`config.mk`:
```
export PLATFORM = sky130hd
export DESIGN_NAME = sumador_secuencial_ctrl
export DESIGN_NICKNAME = d
export VERILOG_FILES = /design/src/rtl/sumador_secuencial_ctrl.sv
export SDC_FILE = /design/constraint.sdc
export NUM_CORES = 1
export LEC_CHECK = 0
export ABC_AREA = 1
export CAP_MARGIN = 20
export CORE_AREA = 2 2 60 62
export CTS_BUF_LIST = sky130_fd_sc_hd__clkbuf_8
export CTS_CLUSTER_DIAMETER = 200
export DETAILED_ROUTE_END_ITERATION = 10
export DIE_AREA = 0 0 62 64
export GPL_ROUTABILITY_DRIVEN = 0
export PLACE_DENSITY = 0.79
export SYNTH_ARGS = -nofsm -noshare
export SYNTH_HDL_FRONTEND = slang
export SYNTH_SLANG_ARGS = --single-unit
```
`constraint.sdc`:
```
create_clock -name clk -period 1.3 [get_ports clk]
set_input_delay 0.26 -clock clk [delete_from_list [all_inputs] [get_ports clk]]
set_output_delay 0.26 -clock clk [all_outputs]
set_load 0.1 [all_outputs]
```
`src/rtl/sumador_secuencial_ctrl.sv`:
```
// Operand feeder and result capture around an external 8-bit ripple adder, with carry chaining
// for LSB-first multi-byte sums. Define ACT_CNT_EN to add the act_cnt switching-activity counter.
module sumador_secuencial_ctrl #(
  parameter int SETTLE_CYCLES = 2,
  parameter int CNT_W         = 16
) (
  input  logic             clk,
  input  logic             reset_L,
  input  logic             in_valid,
  output logic             in_ready,
  input  logic [7:0]       in_a,
  input  logic [7:0]       in_b,
  input  logic             in_first,
  input  logic             in_ci,
  output logic [7:0]       add_a,
  output logic [7:0]       add_b,
  output logic             add_ci,
  input  logic [7:0]       add_s,
  input  logic             add_co,
  output logic             out_valid,
  input  logic             out_ready,
  output logic [7:0]       out_s,
  output logic             out_co,
  output logic             busy
`ifdef ACT_CNT_EN
  ,
  output logic [CNT_W-1:0] act_cnt
`endif
);

  localparam int SETTLE_EFF = (SETTLE_CYCLES < 1) ? 1 : SETTLE_CYCLES;
  localparam int SC_W       = $clog2(SETTLE_EFF + 1) + 1;
  localparam logic [SC_W-1:0] CNT_LOAD = SC_W'(SETTLE_EFF);
  localparam logic [SC_W-1:0] CNT_ONE  = SC_W'(1);

  typedef enum logic [1:0] {
    IDLE   = 2'd0,
    SETTLE = 2'd1,
    HOLD   = 2'd2
  } state_t;

  state_t          state_r;
  state_t          state_s;
  logic            accept_s;
  logic            capture_s;
  logic            release_s;
  logic            new_ci_s;
  logic [SC_W-1:0] cnt_r;
  logic            carry_r;

  assign new_ci_s = in_first ? in_ci : carry_r;

  // State register; handshake flags are registered from the next state
  always_ff @(posedge clk) begin
    if (!reset_L) begin
      state_r  <= IDLE;
      in_ready <= 1'b1;
      busy     <= 1'b0;
    end else begin
      state_r  <= state_s;
      in_ready <= (state_s == IDLE);
      busy     <= (state_s != IDLE);
    end
  end

  // Next-state decode and transfer strobes
  always_comb begin
    state_s   = state_r;
    accept_s  = 1'b0;
    capture_s = 1'b0;
    release_s = 1'b0;
    case (state_r)
      IDLE: begin
        if (in_valid) begin
          accept_s = 1'b1;
          state_s  = SETTLE;
        end else begin
          state_s  = IDLE;
        end
      end
      SETTLE: begin
        if (cnt_r == CNT_ONE) begin
          capture_s = 1'b1;
          state_s   = HOLD;
        end else begin
          state_s   = SETTLE;
        end
      end
      HOLD: begin
        if (out_ready) begin
          release_s = 1'b1;
          state_s   = IDLE;
        end else begin
          state_s   = HOLD;
        end
      end
      default: begin
        state_s = IDLE;
      end
    endcase
  end

  // Adder drive, settle countdown, result capture and carry chaining
  always_ff @(posedge clk) begin
    if (!reset_L) begin
      add_a     <= 8'h00;
      add_b     <= 8'h00;
      add_ci    <= 1'b0;
      cnt_r     <= {SC_W{1'b0}};
      out_s     <= 8'h00;
      out_co    <= 1'b0;
      out_valid <= 1'b0;
      carry_r   <= 1'b0;
    end else begin
      // adder inputs move only on acceptance so idle cycles add no toggles
      if (accept_s) begin
        add_a  <= in_a;
        add_b  <= in_b;
        add_ci <= new_ci_s;
        cnt_r  <= CNT_LOAD;
      end else if (state_r == SETTLE) begin
        cnt_r  <= cnt_r - CNT_ONE;
      end
      if (capture_s) begin
        out_s     <= add_s;
        out_co    <= add_co;
        carry_r   <= add_co;
        out_valid <= 1'b1;
      end else if (release_s) begin
        out_valid <= 1'b0;
      end
    end
  end

`ifdef ACT_CNT_EN
  function automatic logic [3:0] popcount8(input logic [7:0] v);
    logic [3:0] n;
    n = 4'd0;
    for (int i = 0; i < 8; i++) begin
      n = n + {3'd0, v[i]};
    end
    return n;
  endfunction

  logic [4:0]       delta_s;
  logic [CNT_W+4:0] sum_s;

  // Hamming distance between the new and current adder inputs
  always_comb begin
    delta_s = {1'b0, popcount8(in_a ^ add_a)} + {1'b0, popcount8(in_b ^ add_b)}
              + {4'd0, new_ci_s ^ add_ci};
    sum_s   = {5'd0, act_cnt} + (CNT_W + 5)'(delta_s);
  end

  // Saturating switching-activity accumulator
  always_ff @(posedge clk) begin
    if (!reset_L) begin
      act_cnt <= {CNT_W{1'b0}};
    end else if (accept_s) begin
      if (sum_s > {5'd0, {CNT_W{1'b1}}}) begin
        act_cnt <= {CNT_W{1'b1}};
      end else begin
        act_cnt <= sum_s[CNT_W-1:0];
      end
    end
  end
`endif

endmodule

```
Yosys cells after proc, flatten, opt, wreduce, memory -nomap -nowiden
Index checks and enable logic that the tools add are counted.
{"block": "classes", "n_lt_le_gt_ge": 0, "bitwise_logic": 1, "mux": 15, "shifts": 0, "n_div": 0, "mul": 0, "add_sub_neg": 1, "n_eq_ne": 3, "n_reduce_logical": 6}
{"op": "$mux W1", "count": 10}
{"op": "$mux W2", "count": 4}
{"op": "$pmux W2 S3", "count": 1}
{"op": "$reduce_bool A2 Y1", "count": 3}
{"op": "$logic_not A2 Y1", "count": 2}
{"op": "$eq A3 B1 Y1 const B", "count": 1}
{"op": "$sub A3 B1 Y3 const B", "count": 1}
{"op": "$eq A2 B1 Y1 const B", "count": 1}
{"op": "$eq A2 B2 Y1 const B", "count": 1}
{"op": "$reduce_or A2 Y1", "count": 1}
{"op": "$not A1 Y1", "count": 1}
{"block": "word_totals", "input_bits": 31, "out_inout_bits": 29, "memories": 0, "latch_bits": 0, "ff_bits": 34, "rom_bits": 0, "ramBits": 0}

Longest topological paths before layout
{"block": "logic_depth", "ltp_word": 4, "depth_mapped": 8}

Worst setup path before layout
Ideal clock, no wire load.
{"block": "synth_path", "kind": "register to register", "start": "register carry_r", "end": "register add_ci", "path_stages_with_launch": 5, "arrival_ps": 1327, "n_path_buf": 0, "slack_ps": -97, "setup_ps": 70, "t_required_ps": 1230, "cell_sequence": "dfxtp_1 -> inv_1 -> o21ai_0 -> nand2_1 -> a21oi_1"}
{"block": "synth_via", "elab_chain_len": 1}
{"item": "start: declaration", "line_no": "49", "rtl": "logic carry_r;"}
{"item": "start signal: assignment", "line_no": "127", "rtl": "carry_r <= add_co;"}
{"item": "$mux W1", "line_no": "51", "rtl": "assign new_ci_s = in_first ? in_ci : carry_r;"}
{"item": "end signal: assignment", "line_no": "119", "rtl": "add_ci <= new_ci_s;"}
{"item": "end: declaration", "line_no": "17", "rtl": "output logic add_ci,"}
Every way passes these cells.
A chain may end at the register's enable or synchronous reset.

Worst setup path in the final report
{"block": "layout_path", "start": "input port in_valid", "end": "register add_b[4]"}
{"block": "layout_via", "elab_chain_len": 2}
{"item": "start: declaration", "line_no": "9", "rtl": "input logic in_valid,"}
{"item": "$mux W1", "line_no": "74", "rtl": "if (in_valid) begin"}
{"item": "$mux W1", "line_no": "72", "rtl": "case (state_r)"}
{"item": "end signal: assignment", "line_no": "118", "rtl": "add_b <= in_b;"}
{"item": "end: declaration", "line_no": "16", "rtl": "output logic [7:0] add_b,"}
Every way passes these cells.

==> flow_metrics.env <==
export IMPL_status="complete, no violations"
export IMPL_tightestPinTransition_ps=242
export IMPL_fp_dieW_um=62
export IMPL_yosys_register_bits=34
export IMPL_fin_area_um2=2430
export IMPL_dr_pass1_iters=4
export IMPL_htree_levels=2
export IMPL_yosysWarnings=0
export IMPL_fin_crit_ps=1180
export IMPL_io_pins=60
export IMPL_endpoint_kind="flip-flop"
export IMPL_seqCellArea_um2=682
export IMPL_ys_types=20
export IMPL_fp_dieArea_um2=3970
export IMPL_drt_iter0_drc=53
export IMPL_die_h_um=64
export IMPL_finalClockSkew_ps=3.27
export IMPL_finalSetupViolCount=0
export IMPL_nets=287
export IMPL_num_rows=21
export IMPL_grt_pass1_vias=1314
export IMPL_post_cts_buffers=0
export IMPL_cts_tree="built"
export IMPL_track_usage=0.182
export IMPL_numCtsBuffers=5
export IMPL_slew_viol_final=0
export IMPL_leakage_nw=1.06
export IMPL_routed_wl_mm=3.46
export IMPL_clk_pin_slew_ps=60
export IMPL_antenna_cells=0
export IMPL_vias=1384
export IMPL_ant_nets=0
export IMPL_core_um2=3280
export IMPL_num_fill_cells=240
export IMPL_grt_max_degree=32
export IMPL_critPathSlowestCell="clkdlybuf4s50_1"
export IMPL_grt_pass1_wl_mm=5.29
export IMPL_final_cell_mix="nor2_1, nand2_1, dfxtp_1"
export IMPL_cap_viol_max_count=0
export IMPL_crit_type="in2reg"
export IMPL_place_hpwl_mm=2.58
export IMPL_relSlewSlack=0.837
export IMPL_path_cells="clkdlybuf4s50_1 -> nand3_4 -> o21ai_0 -> nor2_1"
export IMPL_place_ws_ps=-189
export IMPL_fin_ws_ps=115
export IMPL_worstPathRequired_ps=1460
export IMPL_yosysSeqAreaShare=0.494
export IMPL_cts_buffer_depth=2
export IMPL_arrival_ps=1350
export IMPL_dp_cells=290
export IMPL_hp_class="reg2reg"
export IMPL_worst_path_largest_cell_delay_ps=540
export IMPL_grt_antenna_before_repair=0
export IMPL_crit_family="buffers and inverters"
export IMPL_area_growth_pct=76.7
export IMPL_clk_latency_ps=280
export IMPL_avgRoutedWirePerCell_um=11.6
export IMPL_peakVddDrop_mv=0.703
export IMPL_finalNonFillerCells=299
export IMPL_multi_input_area_um2=618
export IMPL_post_route_util=0.741
export IMPL_dpl_cell_area_um2=2320
export IMPL_avgSynthCellArea_um2=7.37
export IMPL_fmax_mhz=844
export IMPL_netlist_instances=187
export IMPL_syn_area_um2=1380
export IMPL_gr_total_overflow=0
export IMPL_vias_per_cell=4.63
export IMPL_drcViolationCount=0
export IMPL_rsz0062_at_grt="true"
export IMPL_cts_root_buf="clkbuf_8"
export IMPL_ctsHoldBuffers=0
export IMPL_cellPowerDensity_nw_per_um2=1200
export IMPL_crit_buf_inv=1
export IMPL_startpoint_type="input port"
export IMPL_drive_gt1_frac=0.209
export IMPL_portBuffers=59
export IMPL_path_max_fanout=19
export IMPL_final_common_cell="nor2_1"
export IMPL_fin_crit_sh=0.911
export IMPL_initial_core_util=0.419
export IMPL_synth_nets=220
export IMPL_cts_sinks=34
export IMPL_hold_viol_final=0
area by class of cell:
cell class                 count  area share
timing repair buffer          63       0.379
tap                           46      0.0236
clock buffer                   6      0.0339
multi-input combinational    131       0.254
sequential                    34       0.280
inverter                      19      0.0293
metrics by stage:
stage                     hold slack [ps]  power (mW)  setup TNS (ps)
after floorplan                       413        1.78               0
after global placement                473        2.18           -1180
after detailed placement              482        2.20           -1850
after CTS                             491        2.94               0
after global routing                  524        3.05           -25.9
final                                 491        2.92               0
routing by layer:
metal  part of all wire  up-vias  global-route usage
met5                  0        -                   0
met3              0.078        0              0.0830
met4                  0        0              0.0559
li1                   -      705                   -
met2               0.53       47               0.326
met1               0.39      632               0.178
Yosys cell counts:
cell type | count | share of area
clkbuf_1 | 3 | 0.0082
inv_2 | 2 | 0.0055
nor2_2 | 1 | 0.0045
nand2_1 | 38 | 0.10
buf_4 | 1 | 0.0055
nand3_1 | 3 | 0.011
nand3b_1 | 1 | 0.0055
nor2_4 | 1 | 0.0082
and3_1 | 1 | 0.0045
nand2_2 | 1 | 0.0045
nor2_1 | 56 | 0.15
nand2_4 | 1 | 0.0082
dfxtp_1 | 34 | 0.49
ha_1 | 2 | 0.018
inv_1 | 17 | 0.046
nor2_8 | 1 | 0.015
o21ai_0 | 18 | 0.065
a21oi_1 | 3 | 0.011
buf_6 | 2 | 0.016
nand3_4 | 1 | 0.013
worst paths after layout:
| path | from | endpoint | slack, ps | cells after the start |
|---|---|---|---|---|
| worst max-delay path | in_valid | add_b[4] | 120 | 4 |
| worst min-delay path | cnt_r[0] | cnt_r[0] | 490 | 2 |
| worst max register to register | cnt_r[1] | carry_r | 120 | 7 |
| worst min register to register | cnt_r[0] | cnt_r[0] | 490 | 2 |
where the power goes:
group	leakage, nW	switching [mW]	internal [mW]
sequential	0.280	0.0718	1.11
combinational	0.740	0.618	0.383
clock	0.0431	0.329	0.407
registers in the layout, indices dropped and copies added (netlist names):
register   count
busy           1
carry_r        1
add_b          8
out_valid      1
add_a          8
out_s          8
state_r        2
cnt_r          3
in_ready       1
add_ci         1
timing repair:
action,4_1_cts,5_1_grt
endpoints found under the setup margin,0,9
endpoints found under the hold margin,0,0
gates resized for setup,0,2
worst reg2reg max path, stage by stage (launching register included):
cell and delay [ps]:
dfxtp_1 290, inv_1 90, ha_1 190, nand2_2 170
nor2_8 180, nand2_1 70, nand2_1 60, nor2_1 40
logic make-up (layout without fill, tap and decap cells):
| family | count (synthesis) | count (layout) | synth area share |
|---|---|---|---|
| simple gates | 105 | 108 | 0.330 |
| buf+inv | 25 | 88 | 0.0817 |
| compound gates | 21 | 21 | 0.0763 |
| flops | 34 | 34 | 0.494 |
| fa+ha+maj | 2 | 2 | 0.0182 |
Note: power is estimated with default switching activity, not from simulation.
==> variant 1, RTL diff (config.mk and constraints unchanged) <==
Set the parameter `SETTLE_CYCLES` to 1 (it was 2).
--- a/src/rtl/sumador_secuencial_ctrl.sv
+++ b/src/rtl/sumador_secuencial_ctrl.sv
@@ -3,3 +3,3 @@
 module sumador_secuencial_ctrl #(
-  parameter int SETTLE_CYCLES = 2,
+  parameter int SETTLE_CYCLES = 1,
   parameter int CNT_W         = 16
Check against the original RTL: not equivalent (Yosys sat finds a counterexample within 4 cycles, from zero or initial values and one cycle with reset_L low).
==> variant 1 against the unedited design <==
Sequential cell count shrank 1; via count decreased by 9.9%; first-iteration DRC count shrank 7.5%; final cell count shrank 10%; routed wire length fell by 9.5%; power grew 13%; count of clock-buffer cells in the layout unchanged; design area down 5.8%; clock power rose by 33%; combinational power is 15% higher; setup slack better by 0.0092 ns; area after synthesis decreased by 12%; non-clock buffer count is 3 higher.
==> variant 1: results <==
export IMPL_status="finished, final reports clean"
export IMPL_worst_pin_slew_ns=0.332
export IMPL_p_comb_w=0.00115
export IMPL_seq_power_share=0.356
export IMPL_peakVddDrop_uv=1030
export IMPL_drt_iter0_markers=49
export IMPL_p_leak_nw=0.952
export IMPL_path_clk_slew_ns=0.07
export IMPL_synthCells=155
export IMPL_clock_skew_ns=0.00452
export IMPL_grt_pass1_wl_um=5180
export IMPL_via_per_inst=4.65
export IMPL_r2r_start="cnt_r[1]$_SDFFE_PP0P_"
export IMPL_drtPass1Iterations=4
export IMPL_wl_per_cell_um=11.7
export IMPL_cts_resized_gates=0
export IMPL_synth_nets=187
export IMPL_place_area_sq_um=2170
export IMPL_wl_um=3130
export IMPL_fillers=252
export IMPL_dp_cells=260
export IMPL_cts_made_buffers=5
export IMPL_layout_drive_gt1_share=0.225
export IMPL_cp_max_fo=10
export IMPL_clk_path_buf_depth=2
export IMPL_grtUsageTotal=0.176
export IMPL_dp_slack_ns=-0.148
export IMPL_netlist_top_cells_count="nor2_1, dfxtp_1, nand2_1"
export IMPL_intPower_w=0.00215
export IMPL_worstSetupPathType="flop to flop"
export IMPL_synth_area_leaders="dfxtp_1, nor2_1, o21ai_0"
export IMPL_fin_total_pwr_w=0.00330
export IMPL_grt_max_degree=17
export IMPL_r2r_end="busy$_SDFF_PN0_"
export IMPL_critPathArrivalTime_ns=1.41
variant 1: worst min path at each step:
stage / from / to / slack, ns / cells past startpoint
finish: carry_r$_SDFFE_PN0P_ / carry_r$_SDFFE_PN0P_ / 0.49 / 2
global route: carry_r$_SDFFE_PN0P_ / carry_r$_SDFFE_PN0P_ / 0.52 / 2
CTS: carry_r$_SDFFE_PN0P_ / carry_r$_SDFFE_PN0P_ / 0.50 / 2
detailed placement: carry_r$_SDFFE_PN0P_ / carry_r$_SDFFE_PN0P_ / 0.49 / 2
global placement: carry_r$_SDFFE_PN0P_ / carry_r$_SDFFE_PN0P_ / 0.48 / 2
floorplan: reset_L / add_a[5]$_SDFFE_PN0P_ / 0.40 / 2
variant 1: worst max-delay path: stages (launching register included):
cell	delay [ns]
dfxtp_1	0.32
inv_1	0.05
ha_1	0.23
buf_12	0.16
nand3b_1	0.14
nand2_1	0.09
nand2_1	0.07
nand2_1	0.06
variant 1: metal layers:
| metal | up-vias | GRT usage | wire (um) |
|---|---|---|---|
| met5 | - | 0 | 0 |
| met1 | 558 | 0.195 | 1260 |
| met4 | 0 | 0.0612 | 51 |
| met2 | 49 | 0.292 | 1530 |
| li1 | 635 | - | - |
| met3 | 5 | 0.0729 | 284 |
variant 1: kinds of logic after synthesis:
| group | Yosys count | share of synthesized area |
|---|---|---|
| flops | 33 | 0.544 |
| compound gates | 32 | 0.132 |
| simple gates | 71 | 0.242 |
| fa+ha+maj | 1 | 0.0103 |
| buf+inv | 18 | 0.0711 |
variant 1: layout make-up:
class	instances	area, sq um	area share
flip-flops and latches	33	662	0.288
repair buffers	66	946	0.412
inverters	11	41.3	0.0180
clock buffers	6	82.6	0.0360
well taps	46	57.6	0.0251
clock inverters	2	33.8	0.0147
multi-input cells	104	472	0.206
==> variant 2, RTL diff (same settings) <==
Made on the original files. Encoding of `state_t`: now one-hot (3 bits for 3 states).
--- a/src/rtl/sumador_secuencial_ctrl.sv
+++ b/src/rtl/sumador_secuencial_ctrl.sv
@@ -35,6 +35,6 @@
 
-  typedef enum logic [1:0] {
-    IDLE   = 2'd0,
-    SETTLE = 2'd1,
-    HOLD   = 2'd2
+  typedef enum logic [2:0] {
+    IDLE   = 3'b001,
+    SETTLE = 3'b010,
+    HOLD   = 3'b100
   } state_t;
Formal check against the unedited RTL: same outputs for any inputs over 10 cycles, from zero or initial values and one cycle with reset_L low; not proved beyond that.
==> variant 2 against the unedited design <==
Power rose by 16%; area after synthesis rose by 13%; count of clock-buffer cells in the layout did not move; sequential share of layout area fell by 1.6 points; first-iteration DRC count rose by 36%; synthesized cell count rose by 21%; sequential cell count rose by 1; via count rose by 15%; design area rose by 9.2%; critical path depth rose by 3; clock power rose by 35%; setup slack got worse by 0.092 ns; routed wire length rose by 16%; non-clock buffer count rose by 3; largest power group unchanged.
==> variant 2: results <==
export IMPL_status="finished, final reports clean"
export IMPL_met3_usage=0.0870
export IMPL_cpLargestDelayFamily="simple AND/OR/NAND/NOR gates"
export IMPL_place_area_sq_um=2510
export IMPL_wl_met1_um=1520
export IMPL_hpwl_um=2740
export IMPL_grt_pass1_wl_um=6010
export IMPL_grt_pass1_vias=1483
export IMPL_fillers=203
export IMPL_cp_endpoint="carry_r$_SDFFE_PN0P_"
export IMPL_synth_nets=259
export IMPL_cp_slowest_stage_delay_ns=0.32
export IMPL_p_leak_nw=1.26
export IMPL_wl_um=4000
export IMPL_synth_seq_area_share=0.451
export IMPL_fin_nets=327
export IMPL_hold_path_end="cnt_r[2]$_SDFFE_PP0N_"
export IMPL_grtUsageTotal=0.204
export IMPL_pwr_share_comb=0.343
export IMPL_use_met1=0.224
export IMPL_worstSetupPathType="flop to flop"
export IMPL_r2r_setup_slack_ns=0.02
export IMPL_crit_slowest_cell="dfxtp_1"
export IMPL_yosysUniqueCellTypes=21
export IMPL_dr_wl_met3_um=320
export IMPL_seq_power_share=0.363
export IMPL_grt_max_degree=20
export IMPL_whs_ns=0.492
export IMPL_layout_drive_gt1_share=0.193
export IMPL_wl_met2_um=2100
export IMPL_critPathArrivalTime_ns=1.46
export IMPL_drt_iter0_markers=72
variant 2: per-stage QoR:
stage	TNS, ns	setup WS, ns	utilization
2_1_floorplan	0	0.0219	-
3_3_place_gp	-0.843	-0.0598	0.764
3_5_place_dp	-1.33	-0.115	0.764
4_1_cts	0	0.00197	0.800
5_1_grt	-0.171	-0.0489	0.810
6_report	0	0.0237	0.810
variant 2: cell type report:
cell class | count | area, sq um | area share
clock buffers | 6 | 82.6 | 0.0311
clock inverters | 2 | 35.0 | 0.0132
inverters | 39 | 146 | 0.0551
multi-input cells | 147 | 689 | 0.259
flip-flops and latches | 35 | 702 | 0.264
well taps | 46 | 57.6 | 0.0216
repair buffers | 66 | 946 | 0.356
variant 2: cells by family after synthesis:
family | Yosys count | share of synthesized area
flops | 35 | 0.451
compound gates | 5 | 0.0161
buf+inv | 47 | 0.126
xor+xnor | 1 | 0.00563
fa+ha+maj | 2 | 0.0161
simple gates | 136 | 0.385
